## src/rtl/kp_scanner.sv

```systemverilog
// kp_scanner: 4x4 matrix keypad scanner. Rows are synchronized through two
// flops, and columns are walked one at a time. Presses and releases are both
// debounced, and a single key_valid strobe is emitted per accepted key.
// Optional feature: define KP_REPEAT_EN to emit auto-repeat strobes while a
// key stays held.
module kp_scanner #(
  parameter int unsigned SCAN_DIV     = 5000,
  parameter int unsigned DEBOUNCE_CNT = 100000,
  parameter int unsigned REPEAT_CYC   = 25000000
) (
  input  logic       clk,
  input  logic       reset_n,
  input  logic [3:0] kpr,
  output logic [3:0] kpc,
  output logic [3:0] num,
  output logic       kphit,
  output logic       key_valid
);

  localparam int unsigned DW = $clog2(SCAN_DIV + 1);
  localparam int unsigned CW = $clog2(DEBOUNCE_CNT + 1);
  localparam logic [DW-1:0] DWELL_LAST = DW'(SCAN_DIV - 1);
  localparam logic [CW-1:0] DB_LAST    = CW'(DEBOUNCE_CNT - 1);
`ifdef KP_REPEAT_EN
  localparam int unsigned RW = $clog2(REPEAT_CYC + 1);
  localparam logic [RW-1:0] RP_LAST = RW'(REPEAT_CYC - 1);
`endif

  // The two-stage synchronizer needs the column to settle before its dwell
  // sample point. A repeat interval of 1 would merge strobes.
  if (SCAN_DIV < 3 || DEBOUNCE_CNT < 1 || REPEAT_CYC < 2) begin : g_bad_cfg
    $error("kp_scanner: SCAN_DIV must be >= 3, DEBOUNCE_CNT >= 1, REPEAT_CYC >= 2");
  end

  typedef enum logic [1:0] {SCAN, DEBOUNCE, HELD, RELEASE} state_t;

  state_t        state_q, state_d;
  logic [3:0]    sync1, krs;
  logic [1:0]    col_q, col_d;
  logic [1:0]    row_q, row_d;
  logic [DW-1:0] dcnt_q, dcnt_d;
  logic [CW-1:0] cnt_q, cnt_d;
  logic [3:0]    num_q, num_d;
  logic          hit_q, hit_d;
  logic          kv_q, kv_d;
  logic          one_low;
  logic [1:0]    low_row;
`ifdef KP_REPEAT_EN
  logic [RW-1:0] rcnt_q, rcnt_d;
`endif

  function automatic logic [3:0] row_pattern(input logic [1:0] r);
    return ~(4'b1000 >> r);
  endfunction

  function automatic logic [3:0] key_code(input logic [1:0] r, input logic [1:0] c);
    logic [3:0] code;
    code = 4'h0;
    case ({r, c})
      4'b00_00: code = 4'h1;
      4'b00_01: code = 4'h2;
      4'b00_10: code = 4'h3;
      4'b00_11: code = 4'hA;
      4'b01_00: code = 4'h4;
      4'b01_01: code = 4'h5;
      4'b01_10: code = 4'h6;
      4'b01_11: code = 4'hB;
      4'b10_00: code = 4'h7;
      4'b10_01: code = 4'h8;
      4'b10_10: code = 4'h9;
      4'b10_11: code = 4'hC;
      4'b11_00: code = 4'hE;
      4'b11_01: code = 4'h0;
      4'b11_10: code = 4'hF;
      4'b11_11: code = 4'hD;
      default:  code = 4'h0;
    endcase
    return code;
  endfunction

  // Bring the asynchronous row inputs into the clock domain.
  always_ff @(posedge clk or negedge reset_n) begin
    if (!reset_n) begin
      sync1 <= '1;
      krs   <= '1;
    end else begin
      sync1 <= kpr;
      krs   <= sync1;
    end
  end

  // Detect exactly one active row and identify which one it is.
  always_comb begin
    one_low = 1'b1;
    low_row = 2'd0;
    case (krs)
      4'b0111: low_row = 2'd0;
      4'b1011: low_row = 2'd1;
      4'b1101: low_row = 2'd2;
      4'b1110: low_row = 2'd3;
      default: one_low = 1'b0;
    endcase
  end

  // Next-state logic: column walk, debounce counting and key event generation.
  always_comb begin
    state_d = state_q;
    col_d   = col_q;
    row_d   = row_q;
    dcnt_d  = dcnt_q;
    cnt_d   = cnt_q;
    num_d   = num_q;
    hit_d   = hit_q;
    kv_d    = 1'b0;
`ifdef KP_REPEAT_EN
    rcnt_d  = rcnt_q;
`endif
    case (state_q)
      SCAN: begin
        if (dcnt_q == DWELL_LAST) begin
          dcnt_d = '0;
          if (one_low) begin
            row_d   = low_row;
            cnt_d   = '0;
            state_d = DEBOUNCE;
          end else begin
            col_d = col_q + 2'd1;
          end
        end else begin
          dcnt_d = dcnt_q + DW'(1);
        end
      end
      DEBOUNCE: begin
        if (krs == row_pattern(row_q)) begin
          if (cnt_q == DB_LAST) begin
            state_d = HELD;
            num_d   = key_code(row_q, col_q);
            kv_d    = 1'b1;
            hit_d   = 1'b1;
            cnt_d   = '0;
`ifdef KP_REPEAT_EN
            rcnt_d  = '0;
`endif
          end else begin
            cnt_d = cnt_q + CW'(1);
          end
        end else begin
          state_d = SCAN;
          dcnt_d  = '0;
        end
      end
      HELD: begin
        hit_d = 1'b1;
        if (krs == 4'b1111) begin
          state_d = RELEASE;
          cnt_d   = '0;
        end else begin
`ifdef KP_REPEAT_EN
          if (rcnt_q == RP_LAST) begin
            kv_d   = 1'b1;
            rcnt_d = '0;
          end else begin
            rcnt_d = rcnt_q + RW'(1);
          end
`endif
        end
      end
      RELEASE: begin
        // Repeat count is frozen here so a short release bounce resumes it.
        if (krs == 4'b1111) begin
          if (cnt_q == DB_LAST) begin
            state_d = SCAN;
            hit_d   = 1'b0;
            col_d   = col_q + 2'd1;
            dcnt_d  = '0;
            cnt_d   = '0;
`ifdef KP_REPEAT_EN
            rcnt_d  = '0;
`endif
          end else begin
            cnt_d = cnt_q + CW'(1);
          end
        end else begin
          state_d = HELD;
        end
      end
      default: state_d = SCAN;
    endcase
  end

  // State and datapath registers.
  always_ff @(posedge clk or negedge reset_n) begin
    if (!reset_n) begin
      state_q <= SCAN;
      col_q   <= '0;
      row_q   <= '0;
      dcnt_q  <= '0;
      cnt_q   <= '0;
      num_q   <= '0;
      hit_q   <= 1'b0;
      kv_q    <= 1'b0;
`ifdef KP_REPEAT_EN
      rcnt_q  <= '0;
`endif
    end else begin
      state_q <= state_d;
      col_q   <= col_d;
      row_q   <= row_d;
      dcnt_q  <= dcnt_d;
      cnt_q   <= cnt_d;
      num_q   <= num_d;
      hit_q   <= hit_d;
      kv_q    <= kv_d;
`ifdef KP_REPEAT_EN
      rcnt_q  <= rcnt_d;
`endif
    end
  end

  assign kpc       = ~(4'b1000 >> col_q);
  assign num       = num_q;
  assign kphit     = hit_q;
  assign key_valid = kv_q;

endmodule

```

## config.mk

```make
export PLATFORM = sky130hd
export DESIGN_NAME = kp_scanner
export DESIGN_NICKNAME = d
export VERILOG_FILES = /design/src/rtl/kp_scanner.sv
export SDC_FILE = /design/constraint.sdc
export NUM_CORES = 1
export LEC_CHECK = 0
export BUFFER_PORTS_ARGS = -buffer_cell sky130_fd_sc_hd__buf_4
export CELL_PAD_IN_SITES_DETAIL_PLACEMENT = 0
export CELL_PAD_IN_SITES_GLOBAL_PLACEMENT = 2
export CORE_MARGIN = 2
export CORE_UTILIZATION = 39
export DETAILED_ROUTE_END_ITERATION = 8
export PLACE_DENSITY = 0.8
export SLEW_MARGIN = 20
export SYNTH_ARGS = -nofsm -noshare
export SYNTH_HDL_FRONTEND = slang
export SYNTH_SLANG_ARGS = --single-unit
```

## constraint.sdc

```tcl
create_clock -name clk -period 2.7 [get_ports clk]
set_clock_uncertainty 0.15 [all_clocks]
set_input_delay 0.54 -clock clk [delete_from_list [all_inputs] [get_ports clk]]
set_output_delay 0.54 -clock clk [all_outputs]
set_load 0.005 [all_outputs]
```

# After elaboration in Yosys (flattened, before gate mapping)
# Memories as Yosys holds them, arrays and structs flattened. A register that Yosys moved wholly into a read port is not among the register bits.
# Cells that the tools add are included.
# totals
register_bits,46
rom_bits,64
in_bits,6
output_inout_bits,10
word_cells,87
mem_count,1
# memory_table
name,depth,word_bits,rd,rd_clocked_by_memory_dff,write_ports,line,source
(name not given),16,4,1,1,0,59,"case ({r, c})"
# op_classes
n_addsub,3
eq_ne,22
n_shift,2
muxes,35
bitwise,2
reduce_logical,13
# op_table
cell,n
17-bit two-way mux,6
17-bit case mux with 4 select lines,1
13-bit two-way mux,4
13-bit case mux with 3 select lines,1
2-bit two-way mux,11
5-bit AND reduction,4
2-bit != test (second input constant),9
17-bit by 1-bit adder with 17-bit output (second input constant),1
17-bit equality test (second input constant),1
4-bit equality test (second input constant),4
13-bit by 1-bit adder with 13-bit output (second input constant),1
13-bit equality test (second input constant),1
1-bit two-way mux,8
4-bit NOT,2
2-bit case mux with 4 select lines,1
4-bit by 2-bit >> shifter with 4-bit output (first input constant),2
3-bit != test (second input constant),2
2-bit case mux with 3 select lines,1
3-bit AND reduction,2
3-bit nonzero test,2
2-bit equality test (second input constant),2
4-bit by 3-bit equality test with 1-bit output (second input constant),1
4-bit equality test,1
2-bit case mux with 2 select lines,1
8 further kinds,8

# Longest topological paths before layout
# logic_depth
ltp_word,6
ltp_mapped,7
mapped_depth_nobuf,6

# Worst setup path before layout
# OpenSTA, ideal clock, no wires.
# synth_timing
path_kind,reg-to-reg
startpoint,register krs[2]
endpoint,register num_q[0] (netlist: num[0])
arrival_ns,1.952
path_slack_ns,0.473
path_stages_with_launch,7
n_path_buf,1
period_less_slack_ns,2.227
path_cell_list,dfstp_2 > buf_4 > or3b_1 > o22ai_2 > nor2_2 > nor4b_4 > mux2_2
# synth_between
elab_chain_cells,2
# synth_lines
item,line,source
from (decl),38,"logic [3:0] sync1, krs;"
from (signal assigned),88,krs <= sync1;
4-bit equality test,134,if (krs == row_pattern(row_q)) begin
3-bit AND reduction (no line),-,
to (decl),43,"logic [3:0] num_q, num_d;"
# No other way between the ends.
# A chain may end at the register's enable or synchronous reset.

# Worst setup path in the final report
# layout_timing
startpoint,register krs[2]
endpoint,register num_q[2] (netlist: num[2])
# The elaborated chain is that of the path after synthesis.

==> results.tsv <==
metric	value	unit
status	complete, no violations	
worst reg2reg path depth	5	
adder-cell area share of the yosys netlist	0.0332	
worst slew pin tran	0.645	ns
Total Routed Length	6.73	mm
Syn Area/Cell	9.58	µm²
CP top delay family	simple AND/OR/NAND/NOR gates	
initial antenna violation count	0	
I/O Pins	16	
1st-iter DRT viols	146	
area added between synthesis and finish	11.1	%
Resized cells post-CTS	0	
max-slew violations	0	
ANT nets after route	0	
Relative slew margins	0.570	
drt pass-1 iters	4	
# Max-Cap Violations	0	
drc violations	0	
Post-DP HPWL	4.73	mm
Global Route Usage Sum	0.173	
Worst Path Arrival	2.40	ns
cts hold-fix bufs	0	
grt total ovfl	0	
postcts setup bufs	0	
Max FO, Critical Path	10	
vias in the first global route	2376	
post-synthesis mux area share	0.0340	
clk buf depth	2	
NumNets Final	347	
port bufs	15	
post-route insts no fill	436	
Die W	92.0	µm
Post-Synth Simple-Gate Area	0.252	
commonest non-fill, non-tap cell in the layout	dfrtp_1	
prevailing post-synth register cell	dfrtp_1	
RD Place Congestion	0.767	
Initial Utilization	0.397	
max incr delay on CP	0.63	ns
Site Rows	32	
via count	2473	
first-pass GRT wire length	12.0	mm
Post-synth EDFFs	0	
Mapped Area	3020	µm²
routed len/inst	15.4	µm
most frequent cells in the layout	dfrtp_1 (42), nand2_1 (28), inv_1 (26), buf_4 (25), a31oi_1 (23)	
Synth Area in XOR/XNOR	0.00581	
Highest Clock Rate	424	MHz
final setup TNS	0	ns
Cells after Synth	315	
Req. time, crit path	2.74	ns
# setup viols final	0	
share of the synthesized area in the top cell type	0.348	
Max VDD drop	161	µV
largest net degree at the start of global routing	51	
die area	8450	µm²
crit end category	register	
Netlist cell types	62	
# fillers	785	
r2r setup slk	0.34	ns
Tcrit/Tclk final	0.874	
CTS tree	built	
CTS buffer count	5	
Die Span Y	92.0	µm
Root Driver	clkbuf_8	
Reg clk slew, reported paths	0.09	ns
worst min-delay path category	in2async	
fin crit period	2.36	ns
Skew-Pair Late Insertion Delay	0.30	ns
largest family of logic cells by synthesized area	simple AND/OR/NAND/NOR gates	
Slowest cell on crit path	dfstp_2	
RSZ-0062 raised after global routing	false	
layout cells sized above 1	0.198	
core area	7610	µm²
LEAKAGE	1.38	nW
endpoints failing hold	0	
complex-gate fraction of the synthesized area	0.199	
Synth area leaders	dfrtp_1 (35%), dfstp_2 (7.0%), a31oi_1 (4.8%)	
clock sink count	50	
cells along the critical path	or3b_1 -> o22ai_2 -> nor2_2 -> nor4b_4 -> mux2_2	
fraction of registers with async set/reset	1.00	
H-Tree Level Count	2	
n_diodes	0	
DR vias/cell	5.67	
Ys Warns	0	
Synth Net Count	329	
buffer and inverter count on the worst path	0	
Placed Cells incl. Taps	428	
critical path class	reg2reg	
sequential fraction of the synthesis area	0.418	
Power Density	377	nW/µm²
R2R Path Start	krs[2]	
R2R Path End	num[2]	
dominant cell type by area after synthesis	dfrtp_1	
Yosys reg bits	50	
CP Launch Type	register	
[per-layer routing]
metal / wire (µm) / vias to the layer above / GRT usage
met5: 0 / - / 0
met4: 53 / 0 / 0.0410
met3: 201 / 5 / 0.0247
met2: 3040 / 33 / 0.270
met1: 3440 / 1193 / 0.254
li1: - / 1242 / -
[sequential cells by signal (all words and copies together) (netlist names)]
signal and cells:
state_q 2, num 4, krs 4, sync1 4, kphit 1, col_q 2
row_q 2, dcnt_q 13, cnt_q 17, key_valid 1
[synthesized netlist by cell type (7+ instances only)]
library cell / n
dfrtp_1: 42
nand2_1: 28
inv_1: 26
a31oi_1: 23
nand3_1: 17
nor2_1: 12
o21ai_0: 11
nand4_1: 10
a21oi_1: 9
dfstp_2: 8
ha_1: 8
buf_2: 7
nor3b_1: 7
o221ai_1: 7
[worst max path at each step]
stage	start	end	slack (ns)	cells after the start
4_1_cts	krs[2]	num[0]	0.32	5
3_5_place_dp	krs[2]	num[2]	0.33	5
6_report	krs[2]	num[2]	0.34	5
2_1_floorplan	krs[2]	num[0]	0.47	6
3_3_place_gp	krs[2]	num[3]	0.38	5
5_1_grt	cnt_q[0]	cnt_q[4]	0.17	6
[logic make-up after synthesis]
| family | after synthesis |
|---|---|
| mux | 8 |
| compound gates | 85 |
| fa+ha+maj | 8 |
| xor+xnor | 2 |
| simple gates | 122 |
| flops | 50 |
| buf+inv | 40 |
[metrics by stage]
| stage | hold WS, ns | util | total power [mW] | worst slack (ns) | cell area (µm²) |
|---|---|---|---|---|---|
| after floorplan | 0.0944 | - | 0.798 | 0.473 | 3020 |
| after global placement | 0.196 | 0.428 | 0.823 | 0.379 | 3260 |
| after detailed placement | 0.197 | 0.428 | 0.824 | 0.334 | 3260 |
| after CTS | 0.131 | 0.440 | 1.29 | 0.318 | 3350 |
| after global routing | 0.154 | 0.440 | 1.32 | 0.173 | 3350 |
| final | 0.0828 | 0.440 | 1.26 | 0.340 | 3350 |
[area by class of cell]
type	count	area (µm²)	share of cell area
Inverter	26	97.6	0.0291
Multi-Input combinational cell	225	1580	0.472
Tap cell	102	128	0.0381
Clock buffer	6	82.6	0.0246
Sequential cell	50	1260	0.376
Clock inverter	2	12.5	0.00373
Timing Repair Buffer	25	188	0.0560
[power by group]
group	total [mW]	switching, mW	internal (mW)
Combinational	0.0383	0.0254	0.0129
Sequential	0.770	0.0102	0.760
Clock	0.454	0.248	0.206
Power figures use the tool's default switching activity.
